**config.mk**
```make
export PLATFORM = sky130hd
export DESIGN_NAME = dat_write
export DESIGN_NICKNAME = d
export VERILOG_FILES = /design/src/rtl/sdhci_dat_pkg.sv /design/src/rtl/crc16_write.sv /design/src/rtl/dat_write.sv
export SDC_FILE = /design/constraint.sdc
export NUM_CORES = 1
export LEC_CHECK = 0
export BUFFER_PORTS_ARGS = -buffer_cell sky130_fd_sc_hd__buf_2
export CORE_MARGIN = 8
export CORE_UTILIZATION = 50
export DETAILED_ROUTE_END_ITERATION = 7
export GPL_TIMING_DRIVEN = 0
export PLACE_DENSITY = 0.71
export SLEW_MARGIN = 20
export SYNTH_ARGS = -nofsm -noshare
export SYNTH_HDL_FRONTEND = slang
export SYNTH_SLANG_ARGS = --single-unit
```
**constraint.sdc**
```tcl
create_clock -name sd_clk_i -period 6.1 [get_ports sd_clk_i]
set_clock_uncertainty 0.1 [all_clocks]
set_input_delay 0.915 -clock sd_clk_i [delete_from_list [all_inputs] [get_ports sd_clk_i]]
set_output_delay 0.915 -clock sd_clk_i [all_outputs]
set_load 0.02 [all_outputs]
```
**src/rtl/sdhci_dat_pkg.sv**
```systemverilog
// sdhci_dat_pkg: shared state encoding, CRC-status tokens and CRC16 helpers for the SD DAT write path
package sdhci_dat_pkg;

    typedef enum logic [3:0] {
        IDLE,
        WAIT_DATA,
        START,
        DAT,
        CRC,
        END_BIT,
        STATUS_WAIT,
        STATUS,
        STATUS_END,
        BUSY,
        DONE
    } dat_tx_state_e;

    localparam logic [2:0] CRC_TOKEN_OK    = 3'b010;
    localparam logic [2:0] CRC_TOKEN_ERR   = 3'b101;
    localparam logic [2:0] WRITE_TOKEN_ERR = 3'b110;

    localparam logic [15:0] CRC16_POLY = 16'h1021;

    function automatic logic [15:0] crc16_step(input logic [15:0] crc, input logic b);
        return {crc[14:0], 1'b0} ^ ((crc[15] ^ b) ? CRC16_POLY : 16'h0000);
    endfunction

endpackage

```
**src/rtl/crc16_write.sv**
```systemverilog
// crc16_write: serial CRC16 (x^16+x^12+x^5+1, init 0) accumulator for one DAT line, shifted out MSB first
module crc16_write
    import sdhci_dat_pkg::*;
(
    input  logic        sd_clk_i,
    input  logic        rst_i,
    input  logic        start_i,
    input  logic        en_i,
    input  logic        shift_i,
    input  logic        dat_i,
    output logic [15:0] crc16_o
);

    // Clear at frame start, accumulate data bits, then shift the remainder out MSB first
    always_ff @(posedge sd_clk_i or posedge rst_i) begin
        if (rst_i)        crc16_o <= '0;
        else if (start_i) crc16_o <= '0;
        else if (en_i)    crc16_o <= crc16_step(crc16_o, dat_i);
        else if (shift_i) crc16_o <= {crc16_o[14:0], 1'b0};
    end

endmodule

```
**src/rtl/dat_write.sv**
```systemverilog
// dat_write: SD host DAT-line block transmitter with CRC-status and busy handling (optional DAT_WRITE_BUS1_EN adds 1-bit mode)
module dat_write
    import sdhci_dat_pkg::*;
#(
    parameter int MaxBlockBitSize = 12,
    parameter int BusyTimeout     = 65535
) (
    input  logic                       sd_clk_i,
    input  logic                       rst_i,
    input  logic                       start_i,
    input  logic [MaxBlockBitSize-1:0] block_size_i,
`ifdef DAT_WRITE_BUS1_EN
    input  logic                       bus_width_4_i,
`endif
    input  logic [31:0]                data_i,
    input  logic                       data_valid_i,
    output logic                       data_ready_o,
    input  logic [3:0]                 dat_i,
    output logic [3:0]                 dat_o,
    output logic                       dat_en_o,
    output logic                       done_o,
    output logic                       crc_status_err_o,
    output logic                       end_bit_err_o,
    output logic                       timeout_err_o,
    output logic                       underrun_err_o
);

    localparam int W = MaxBlockBitSize;
`ifdef DAT_WRITE_BUS1_EN
    localparam int CW = MaxBlockBitSize + 4;
`else
    localparam int CW = MaxBlockBitSize + 2;
`endif
    localparam int TW = $clog2(BusyTimeout + 1);
    localparam logic [TW-1:0] TMO_LAST = TW'(BusyTimeout - 1);

    dat_tx_state_e state;
    logic [W-1:0]  size, words_left, nwords;
    logic [CW-1:0] cnt, last;
    logic [TW-1:0] tmo;
    logic [31:0]   sr, buf_data, word;
    logic [2:0]    token;
    logic [15:0]   crc [4];
    logic [3:0]    crc_msb;
    logic          buf_full, load, consume, wb, bus4, accept;
    logic          unused_bits;

    assign accept       = state == IDLE && start_i && block_size_i != '0;
    assign nwords       = W'(({1'b0, block_size_i} + (W+1)'(3)) >> 2);
    assign data_ready_o = !buf_full && (state == IDLE || words_left != '0);
    assign load         = data_valid_i && data_ready_o;
    assign wb           = bus4 ? cnt[2:0] == 3'd7 : cnt[4:0] == 5'd31;
    assign consume      = state == START || (state == DAT && cnt != last && wb);
    assign word         = buf_full ? buf_data : 32'h0;
    assign crc_msb      = {crc[3][15], crc[2][15], crc[1][15], crc[0][15]};
    assign dat_en_o     = state inside {START, DAT, CRC, END_BIT};
    assign dat_o        = state == START ? 4'h0 :
                          state == DAT   ? (bus4 ? sr[31:28] : {3'b111, sr[31]}) :
                          state == CRC   ? (bus4 ? crc_msb : {3'b111, crc_msb[0]}) : 4'hF;
    assign unused_bits  = ^{dat_i[3:1], crc[0][14:0], crc[1][14:0], crc[2][14:0], crc[3][14:0],
                            CRC_TOKEN_ERR, WRITE_TOKEN_ERR};

`ifdef DAT_WRITE_BUS1_EN
    assign last = bus4 ? CW'({size, 1'b0}) - CW'(1) : CW'({size, 3'b000}) - CW'(1);
    // Bus width is latched with each accepted start
    always_ff @(posedge sd_clk_i or posedge rst_i) begin
        if (rst_i)       bus4 <= 1'b1;
        else if (accept) bus4 <= bus_width_4_i;
    end
`else
    assign last = CW'({size, 1'b0}) - CW'(1);
    assign bus4 = 1'b1;
`endif

    for (genvar i = 0; i < 4; i++) begin : g_crc
        crc16_write u_crc (
            .sd_clk_i (sd_clk_i),
            .rst_i    (rst_i),
            .start_i  (state == START),
            .en_i     (state == DAT && (bus4 || i == 0)),
            .shift_i  (state == CRC),
            .dat_i    (dat_o[i]),
            .crc16_o  (crc[i])
        );
    end

    // One-entry word buffer; a load in the same cycle as a consume keeps it full
    always_ff @(posedge sd_clk_i or posedge rst_i) begin
        if (rst_i) begin
            buf_full <= 1'b0;
            buf_data <= '0;
        end else begin
            buf_full <= load || (buf_full && !consume);
            if (load) buf_data <= data_i;
        end
    end

    // Transfer sequencer: frame out, CRC-status token in, busy wait, done pulse
    always_ff @(posedge sd_clk_i or posedge rst_i) begin
        if (rst_i) begin
            state            <= IDLE;
            size             <= '0;
            words_left       <= '0;
            cnt              <= '0;
            tmo              <= '0;
            sr               <= '0;
            token            <= '0;
            done_o           <= 1'b0;
            crc_status_err_o <= 1'b0;
            end_bit_err_o    <= 1'b0;
            timeout_err_o    <= 1'b0;
            underrun_err_o   <= 1'b0;
        end else begin
            done_o <= 1'b0;
            if (consume) begin
                sr             <= {word[7:0], word[15:8], word[23:16], word[31:24]};
                words_left     <= words_left - W'(1);
                underrun_err_o <= underrun_err_o || !buf_full;
            end
            case (state)
                IDLE: if (accept) begin
                    size             <= block_size_i;
                    words_left       <= nwords;
                    crc_status_err_o <= 1'b0;
                    end_bit_err_o    <= 1'b0;
                    timeout_err_o    <= 1'b0;
                    underrun_err_o   <= 1'b0;
                    state            <= WAIT_DATA;
                end
                WAIT_DATA: if (buf_full) state <= START;
                START: begin
                    cnt   <= '0;
                    state <= DAT;
                end
                DAT: if (cnt == last) begin
                    cnt   <= '0;
                    state <= CRC;
                end else begin
                    cnt <= cnt + CW'(1);
                    if (!wb) sr <= bus4 ? sr << 4 : sr << 1;
                end
                CRC: if (cnt == CW'(15)) state <= END_BIT;
                     else cnt <= cnt + CW'(1);
                END_BIT: begin
                    tmo   <= '0;
                    state <= STATUS_WAIT;
                end
                STATUS_WAIT: if (!dat_i[0]) begin
                    cnt   <= '0;
                    state <= STATUS;
                end else if (tmo == TMO_LAST) begin
                    timeout_err_o <= 1'b1;
                    done_o        <= 1'b1;
                    state         <= DONE;
                end else tmo <= tmo + TW'(1);
                STATUS: begin
                    token <= {token[1:0], dat_i[0]};
                    if (cnt == CW'(2)) state <= STATUS_END;
                    else cnt <= cnt + CW'(1);
                end
                STATUS_END: begin
                    crc_status_err_o <= token != CRC_TOKEN_OK;
                    end_bit_err_o    <= !dat_i[0];
                    tmo              <= '0;
                    state            <= BUSY;
                end
                BUSY: if (dat_i[0]) begin
                    done_o <= 1'b1;
                    state  <= DONE;
                end else if (tmo == TMO_LAST) begin
                    timeout_err_o <= 1'b1;
                    done_o        <= 1'b1;
                    state         <= DONE;
                end else tmo <= tmo + TW'(1);
                DONE: state <= IDLE;
                default: state <= IDLE;
            endcase
        end
    end

endmodule
```
==> summary.txt, run 1 <==
Async SR Flop Fraction: 1.00
Clock Latency Late Sink: 0.43 ns
Startpoint Class: register
WS Path Type: reg -> out
Ys flop type: dfrtp_1
Global-route wire length before repair: 34.8 mm
Layout cell share with drive strength beyond 1: 0.146
WL final: 20.4 mm
Largest net degree at the start of global routing: 35
Pre-CTS setup slack: 2.56 ns
Status: finished, final reports clean
WP data arrival: 2.91 ns
Vias: 7,054
Achievable Freq: 255 MHz
Area growth syn-to-layout: 14.2%
Reg2reg start: size[0]
Fin crit share: 0.643
H-tree Lvls: 4
Final HPWL DP: 14.6 mm
I/O Pins: 63
Longest Clk Path Bufs: 2
Worst min-delay path category: reg -> reg
Iteration-0 DRC Markers: 403
Row count: 50
Synthesized cell area: 0.00929 mm^2
Yosys warns: 0
Syn Nets: 949
Gr busiest metal: met2
Reg area: 0.00488 mm^2
Endpoints failing setup: 0
FF-to-FF path depth: 11
TritonCTS clock tree: built
Mean routed wirelength per cell: 16.7 um
Max-cap violation count: 0
Post-Syn Instances: 890
Max-slew violations: 0
Global placement routability congestion: 0.833
# placed instances: 1,188
Psw: 1.02 mW
Power Density: 336 mW/mm^2
Synthesized flop and latch total: 195
Post-CTS sizing: 0
Crit-path slowest cell: or3_4
Number of global-route vias before repair: 6,955
Final Hold Vio Count: 0
Port buffer count: 58
CP cell instances: or3_4 -> or2_1 -> or3_1 -> or3_1 -> nor4_1 -> nor2_1 -> buf_2
Detailed Routing Iterations Pass 1: 5
Area of the multi-input gates: 0.00404 mm^2
Final WS setup: 2.18 ns
Top post-synthesis cells by count: dfrtp_1 (195), nand2_1 (90), nor2_1 (74)
Vias per Instance: 5.78
Total power: 3.56 mW
Sw frac: 0.287
Clock share of power: 0.315
Sequential power share: 0.504
Slowest stage delay, CP: 0.42 ns
Met3 usage: 0.0306
FILL cells: 1,544
CP Capture Type: output pin
Clock tree sinks: 195
Initial Util: 0.503
Grt ovf: 0
WP data required: 5.08 ns
CTS root buf: clkbuf_16
Non-filler cells, final: 1,220
Dominant cells by area after synthesis: dfrtp_1 (53%), a22o_1 (6.1%), nand2_1 (3.6%), mux2_1 (3.5%), nor2_1 (3.0%)
Area leader, netlist: dfrtp_1
CTS clk-pin slew, worst paths: 0.08 ns
Register area share after synthesis: 0.525
FF-to-FF End: sr[21]
EDFF count, synth: 0
Max_slew headroom: 0.420
Nets@finish: 1,032
Met2 Resource Use GR: 0.286
RSZ-0062 raised after global routing: false
Synthesized area per cell: 10.4 um^2
Die width: 152 um
Postcts setup bufs: 0
Max IR drop VDD: 249 uV
Post-route core utilization: 0.575
CTS Hold Bufs: 0
Crit path max fanout: 5
Combinational share of power: 0.181
Hold Path Sink: g_crc[2].u_crc.crc16_o[0]
Antenna-violating nets left: 0
Most used cell, CP: or3_1
Final setup TNS: 0 ns
Pleak: 4.98 nW
Core Region: 0.0185 mm^2
Total Routing Usage GR: 0.181
Hold Crit Depth: 2
Synth top area share: 0.525
Die Y: 152 um
R2R setup slack: 2.52 ns
DRC Markers: 0
Worst Min Path Start: g_crc[2].u_crc.crc16_o[0]
Internal Power: 2.54 mW
Count of different cell masters after synthesis: 68
Die Area: 0.0232 mm^2
Fin crit period: 3.92 ns
Antenna violations before repair: 0
Worst-Margin Slew: 0.870 ns
CTS buffer count: 17
Count leader, synth: dfrtp_1
Diode count: 0
Met1 Usage GRT: 0.246
==> worst max-delay path by stage <==
stage / startpoint / end / slack [ns] / cells after the start
6_report: words_left[4] / data_ready_o / 2.18 / 7
5_1_grt: words_left[4] / data_ready_o / 2.03 / 7
4_1_cts: words_left[4] / data_ready_o / 2.14 / 7
3_5_place_dp: size[0] / sr[24] / 2.56 / 11
3_3_place_gp: rst_i / g_crc[2].u_crc.crc16_o[7] / 1.33 / 2
2_1_floorplan: rst_i / buf_data[0] / 2.57 / 1
==> per-layer routing <==
metal,vias up,part of all wire
met5,-,0
met4,0,0.018
met3,26,0.033
met2,133,0.47
met1,3494,0.48
li1,3401,-
==> registers in the layout, summed over array words and instances, names as in the netlist <==
signal and cells:
underrun_err_o 1, tmo 16, cnt 14, sr 32, buf_full 1, g_crc.u_crc.crc16_o 64, done_o 1, buf_data 32
token 3, end_bit_err_o 1, crc_status_err_o 1, words_left 12, state 4, size 12, timeout_err_o 1
==> per-stage QoR <==
step	area, um^2	hold slack [ns]
after global placement	9870	0.361
after CTS	10600	0.384
after floorplan	9290	0.348
final	10600	0.381
after detailed placement	10000	0.365
after global routing	10600	0.404
==> cells in the final DEF, fill, tap and decap left out, types with 8 or more instances in the layout <==
cell type / n
nand4_1: 10
or4_1: 8
xor2_1: 19
a22oi_1: 29
nor2_1: 74
nand2_1: 90
clkbuf_1: 35
nor3_1: 8
nor4_1: 14
a22o_1: 65
inv_1: 13
nor2b_1: 9
mux2_1: 29
dfrtp_1: 195
clkbuf_16: 17
xnor2_1: 22
nand3_1: 22
a21oi_1: 53
a31oi_1: 9
or3_1: 17
o21ai_0: 35
and3_1: 10
buf_2: 61
==> worst max-delay path: cells and delay by family (launching register included) <==
family,cells,cell delay (ns)
flops,1,0.41
buf+inv,1,0.19
simple gates,6,1.88
==> final cells by class <==
type | count | area share
Sequential cell | 195 | 0.460
Multi-Input combinational cell | 620 | 0.381
Clock buffer | 17 | 0.0401
Timing Repair Buffer | 64 | 0.0394
Buffer | 61 | 0.0296
Tap cell | 234 | 0.0276
Clock inverter | 15 | 0.0172
Inverter | 14 | 0.00531
==> power by group through the flow <==
stage / registers (mW) / logic, mW / clock network, mW
floorplan: 1.76 / 0.518 / 0
global placement: 1.81 / 0.616 / 0
detailed placement: 1.81 / 0.656 / 0
CTS: 1.80 / 0.657 / 1.14
global route: 1.84 / 0.730 / 1.19
finish: 1.80 / 0.643 / 1.12
==> logic make-up after synthesis <==
family	count (synthesis)	share of synthesized area
fa+ha+maj	7	0.00943
flops	195	0.525
simple gates	296	0.160
xor+xnor	41	0.0387
mux	38	0.0458
compound gates	238	0.181
buf+inv	75	0.0395
Power figures use the tool's default switching activity.
==> run 2, diff against run 1 <==
- clock period: 6.1 -> 3.2 ns (I/O delays scaled with it)
==> summary.txt, run 2 (synthesized netlist as in run 1, its figures left out) <==
WP data arrival: 2.55 ns
Grt ovf: 0
WS Path Type: reg -> out
Die width: 152 um
WP data required: 2.62 ns
Endpoints failing setup: 0
Diode count: 0
Status: finished, final reports clean
Hold Slack: 0.142 ns
Longest Clk Path Bufs: 2
Final setup TNS: 0 ns
Fin crit share: 0.979
Most common cell after layout, fill and taps aside: dfrtp_1
Delay-heaviest family, CP: simple AND/OR/NAND/NOR gates
Antenna-violating nets left: 0
CTS root buf: clkbuf_16
CP Capture Type: output pin
Most frequent cells in the layout: dfrtp_1 (194), nand2_1 (90), nor2_1 (72)
Slowest stage delay, CP: 0.40 ns
Mean routed wirelength per cell: 16.8 um
Worst-Margin Slew: 1.06 ns
Clock Latency Late Sink: 0.43 ns
Core Region: 0.0185 mm^2
Detailed Routing Iterations Pass 1: 5
Worst min-delay path category: in -> reg
Most used cell, CP: or3_4
Max FFs per register: 64
Achievable Freq: 319 MHz
Fin crit period: 3.13 ns
Antenna violations before repair: 0
Top flop regs: g_crc.u_crc.crc16_o: 64 flops, buf_data: 32 flops, sr: 32 flops
Area of the multi-input gates: 0.00412 mm^2
CTS buffer count: 17
I/O Pins: 63
Row count: 50
Register bank with the most flops: g_crc.u_crc.crc16_o
Vias per Instance: 5.80
Initial Util: 0.503
Die Y: 152 um
Number of global-route vias before repair: 7,061
Max_slew headroom: 0.288
Total Routing Usage GR: 0.183
CP cell instances: or3_4 -> or2_4 -> or3_4 -> or3_4 -> nor4_4 -> nor2_2 -> buf_6
CP Buf/Inv Count: 1
Largest net degree at the start of global routing: 35
TritonCTS clock tree: built
Die Area: 0.0232 mm^2
Reg area: 0.00488 mm^2
Crit-path slowest cell: or3_4
Nets@finish: 1,039
Final WS setup: 0.0676 ns
Pre-CTS setup slack: -0.336 ns
Startpoint Class: register
Max-slew violations: 0
Port buffer count: 58
Final Hold Vio Count: 0
WL final: 20.6 mm
RSZ-0062 raised after global routing: true
Max IR drop VDD: 475 uV
CTS clk-pin slew, worst paths: 0.08 ns
Global placement routability congestion: 0.833
Layout cell share with drive strength beyond 1: 0.169
Area growth syn-to-layout: 15.9%
Max-cap violation count: 0
Global-route wire length before repair: 35.2 mm
H-tree Lvls: 4
Power Density: 632 mW/mm^2
Final HPWL DP: 14.6 mm
Crit path max fanout: 3
Pleak: 5.04 nW
Iteration-0 DRC Markers: 403
DRC Markers: 0
FILL cells: 1,524
Clock tree sinks: 195
Vias: 7,122
[run 2: what timing repair did]
action,CTS,global route
gates resized for setup,19,7
endpoints found under the setup margin,41,82
hold buffers,1,0
setup buffers,5,1
endpoints found under the hold margin,17,0
pin swaps,5,6
[run 2: layout make-up]
type / count / share of cell area
well taps: 234 / 0.0272
repair buffers: 71 / 0.0445
plain buffers: 61 / 0.0301
inverters: 14 / 0.00523
multi-input cells: 620 / 0.383
clock inverters: 15 / 0.0170
clock buffers: 17 / 0.0395
flip-flops and latches: 195 / 0.453
[run 2: final timing paths]
kind / from / end / slack (ns) / depth (start not counted)
worst max-delay path: words_left[5] / data_ready_o / 0.07 / 7
worst min-delay path: data_i[22] / buf_data[22] / 0.14 / 2
worst max register to register: size[3] / cnt[11] / 0.16 / 10
worst min register to register: g_crc[2].u_crc.crc16_o[0] / g_crc[2].u_crc.crc16_o[0] / 0.38 / 2
max in group asynchronous: rst_i / g_crc[2].u_crc.crc16_o[12] / 1.47 / 6
min in group asynchronous: rst_i / words_left[6] / 0.53 / 3
[run 2: where the power goes]
part	internal, mW	total, mW	switching, mW
Combinational	0.726	1.24	0.510
Clock	1.06	2.14	1.08
Sequential	3.06	3.42	0.363
Total	4.85	6.80	1.95
[run 2: through the flow]
stage	area (um^2)	cells	power [mW]	util
2_1_floorplan	9290	890	4.34	-
3_3_place_gp	9870	1182	4.63	0.535
3_5_place_dp	10000	1188	4.71	0.542
4_1_cts	10700	1226	6.86	0.581
5_1_grt	10800	1227	7.17	0.583
6_report	10800	1227	6.80	0.583
[run 2: layer usage]
metal / vias up / wire, um / global-route usage
li1: 3407 / - / -
met1: 3508 / 9650 / 0.247
met2: 175 / 9770 / 0.289
met3: 32 / 769 / 0.0312
met4: 0 / 426 / 0.0685
met5: - / 0 / 0
==> run 3, diff against run 2 <==
==> constraint.sdc (replaced) <==
create_clock -name sd_clk_i -period 3.2 [get_ports sd_clk_i]
set_clock_uncertainty 0.1 [all_clocks]
set_input_delay 0.64 -clock sd_clk_i [delete_from_list [all_inputs] [get_ports sd_clk_i]]
set_output_delay 0.64 -clock sd_clk_i [all_outputs]
set_load 0.02 [all_outputs]
==> summary.txt, run 3 (synthesized netlist as in run 1, its figures left out) <==
Status: complete, but fails checks
Failing checks: setup timing
Fin crit share: 1.03
CTS buffer count: 17
Clock tree sinks: 195
WL final: 20.6 mm
Nets@finish: 1,036
Detailed Routing Iterations Pass 1: 5
Number of global-route vias before repair: 7,036
Delay-heaviest family, CP: simple AND/OR/NAND/NOR gates
TritonCTS clock tree: built
Power Density: 633 mW/mm^2
Global-route wire length before repair: 35.1 mm
Final HPWL DP: 14.6 mm
CTS root buf: clkbuf_16
Crit-path slowest cell: dfrtp_1
Final setup TNS: -0.107 ns
Mean routed wirelength per cell: 16.8 um
Most frequent cells in the layout: dfrtp_1 (194), nand2_1 (90), nor2_1 (72)
Grt ovf: 0
Slowest stage delay, CP: 0.39 ns
Psw: 1.94 mW
Final Hold Vio Count: 0
CP Depth: 7
Worst-Margin Slew: 1.06 ns
Iteration-0 DRC Markers: 459
Post-route core utilization: 0.582
Achievable Freq: 302 MHz
FF-to-FF path depth: 7
Crit path max fanout: 4
Antenna violations before repair: 0
Sw frac: 0.286
Endpoints failing setup: 1
CP Buf/Inv Count: 1
Worst min-delay path category: in -> async
Area of the multi-input gates: 0.00412 mm^2
Area growth syn-to-layout: 15.6%
Port buffer count: 58
RSZ-0062 raised after global routing: true
Top flop regs: g_crc.u_crc.crc16_o: 64 flops, buf_data: 32 flops, sr: 32 flops
Row count: 50
Combinational share of power: 0.182
Fin crit period: 3.31 ns
Total Routing Usage GR: 0.182
Diode count: 0
Die Y: 152 um
Antenna-violating nets left: 0
Max-slew violations: 0
WP data arrival: 2.57 ns
Non-filler cells, final: 1,224
Startpoint Class: register
Max-cap violation count: 0
Die Area: 0.0232 mm^2
Most common cell after layout, fill and taps aside: dfrtp_1
Core Region: 0.0185 mm^2
Final WS setup: -0.107 ns
WS Path Type: reg -> out
Initial Util: 0.503
Most used cell, CP: or3_4
Largest net degree at the start of global routing: 35
Global placement routability congestion: 0.833
Vias per Instance: 5.80
Register bank with the most flops: g_crc.u_crc.crc16_o
Max FFs per register: 64
CP Capture Type: output pin
Reg area: 0.00488 mm^2
Longest Clk Path Bufs: 2
FILL cells: 1,529
WP data required: 2.46 ns
Clock Latency Late Sink: 0.43 ns
Sequential power share: 0.504
CTS Hold Bufs: 0
CP cell instances: or3_4 -> or2_4 -> or3_4 -> or3_4 -> nor4_4 -> nor2_2 -> buf_6
Vias: 7,096
# placed instances: 1,188
DRC Markers: 0
Internal Power: 4.85 mW
Pleak: 5.03 nW
Max_slew headroom: 0.290
H-tree Lvls: 4
I/O Pins: 63
Layout cell share with drive strength beyond 1: 0.168
CTS clk-pin slew, worst paths: 0.08 ns
Die width: 152 um
Clock share of power: 0.315
Max IR drop VDD: 475 uV
-- run 3: cell count changes in the layout (fill, tap and decap cells not counted) --
cell and change:
buf_4 -2, a21boi_0 +1, a21boi_1 -1, a21oi_1 +1, a21oi_2 -1, clkbuf_1 -1
clkbuf_2 +1, dlygate4sd3_1 -1
-- run 3: worst paths after layout --
kind	from	endpoint	slack [ns]
min reg2reg	g_crc[2].u_crc.crc16_o[0]	g_crc[2].u_crc.crc16_o[0]	0.38
max	words_left[5]	data_ready_o	-0.11
max reg2reg	state[0]	tmo[12]	0.07
max in group asynchronous	rst_i	g_crc[2].u_crc.crc16_o[12]	1.87
min	rst_i	words_left[6]	0.14
min in group sd_clk_i	data_i[22]	buf_data[22]	0.30
-- run 3: per-layer routing --
| layer | wire [um] | track usage |
|---|---|---|
| met4 | 439 | 0.0685 |
| met1 | 9630 | 0.247 |
| met5 | 0 | 0 |
| met3 | 762 | 0.0312 |
| met2 | 9740 | 0.288 |
-- run 3: final cells by class --
| cell class | count | area share |
|---|---|---|
| plain buffers | 61 | 0.0303 |
| clock buffers | 17 | 0.0396 |
| clock inverters | 15 | 0.0170 |
| inverters | 14 | 0.00524 |
| multi-input cells | 620 | 0.384 |
| flip-flops and latches | 195 | 0.455 |
| well taps | 234 | 0.0273 |
| repair buffers | 68 | 0.0423 |
-- run 3: what timing repair did --
item	4_1_cts	5_1_grt
setup endpoints to repair	41	83
endpoints found under the hold margin	0	0
setup buffers	3	1
pin swaps	5	5
gates resized for setup	20	5
-- run 3: power groups by stage --
stage | Sequential (mW) | Clock, mW | Combinational, mW
2_1_floorplan | 3.36 | 0 | 0.987
3_3_place_gp | 3.45 | 0 | 1.17
3_5_place_dp | 3.45 | 0 | 1.25
4_1_cts | 3.42 | 2.17 | 1.26
5_1_grt | 3.50 | 2.27 | 1.40
6_report | 3.42 | 2.14 | 1.23
-- run 3: through the flow --
| step | total power, mW | hold slack, ns | area, um^2 | worst slack, ns |
|---|---|---|---|---|
| 5_1_grt | 7.17 | 0.171 | 10700 | -0.188 |
| 2_1_floorplan | 4.34 | 0.348 | 9290 | -0.0584 |
| 4_1_cts | 6.86 | 0.147 | 10700 | -0.286 |
| 3_5_place_dp | 4.71 | 0.365 | 10000 | -0.336 |
| 6_report | 6.79 | 0.141 | 10700 | -0.107 |
| 3_3_place_gp | 4.63 | 0.361 | 9870 | -1.29 |
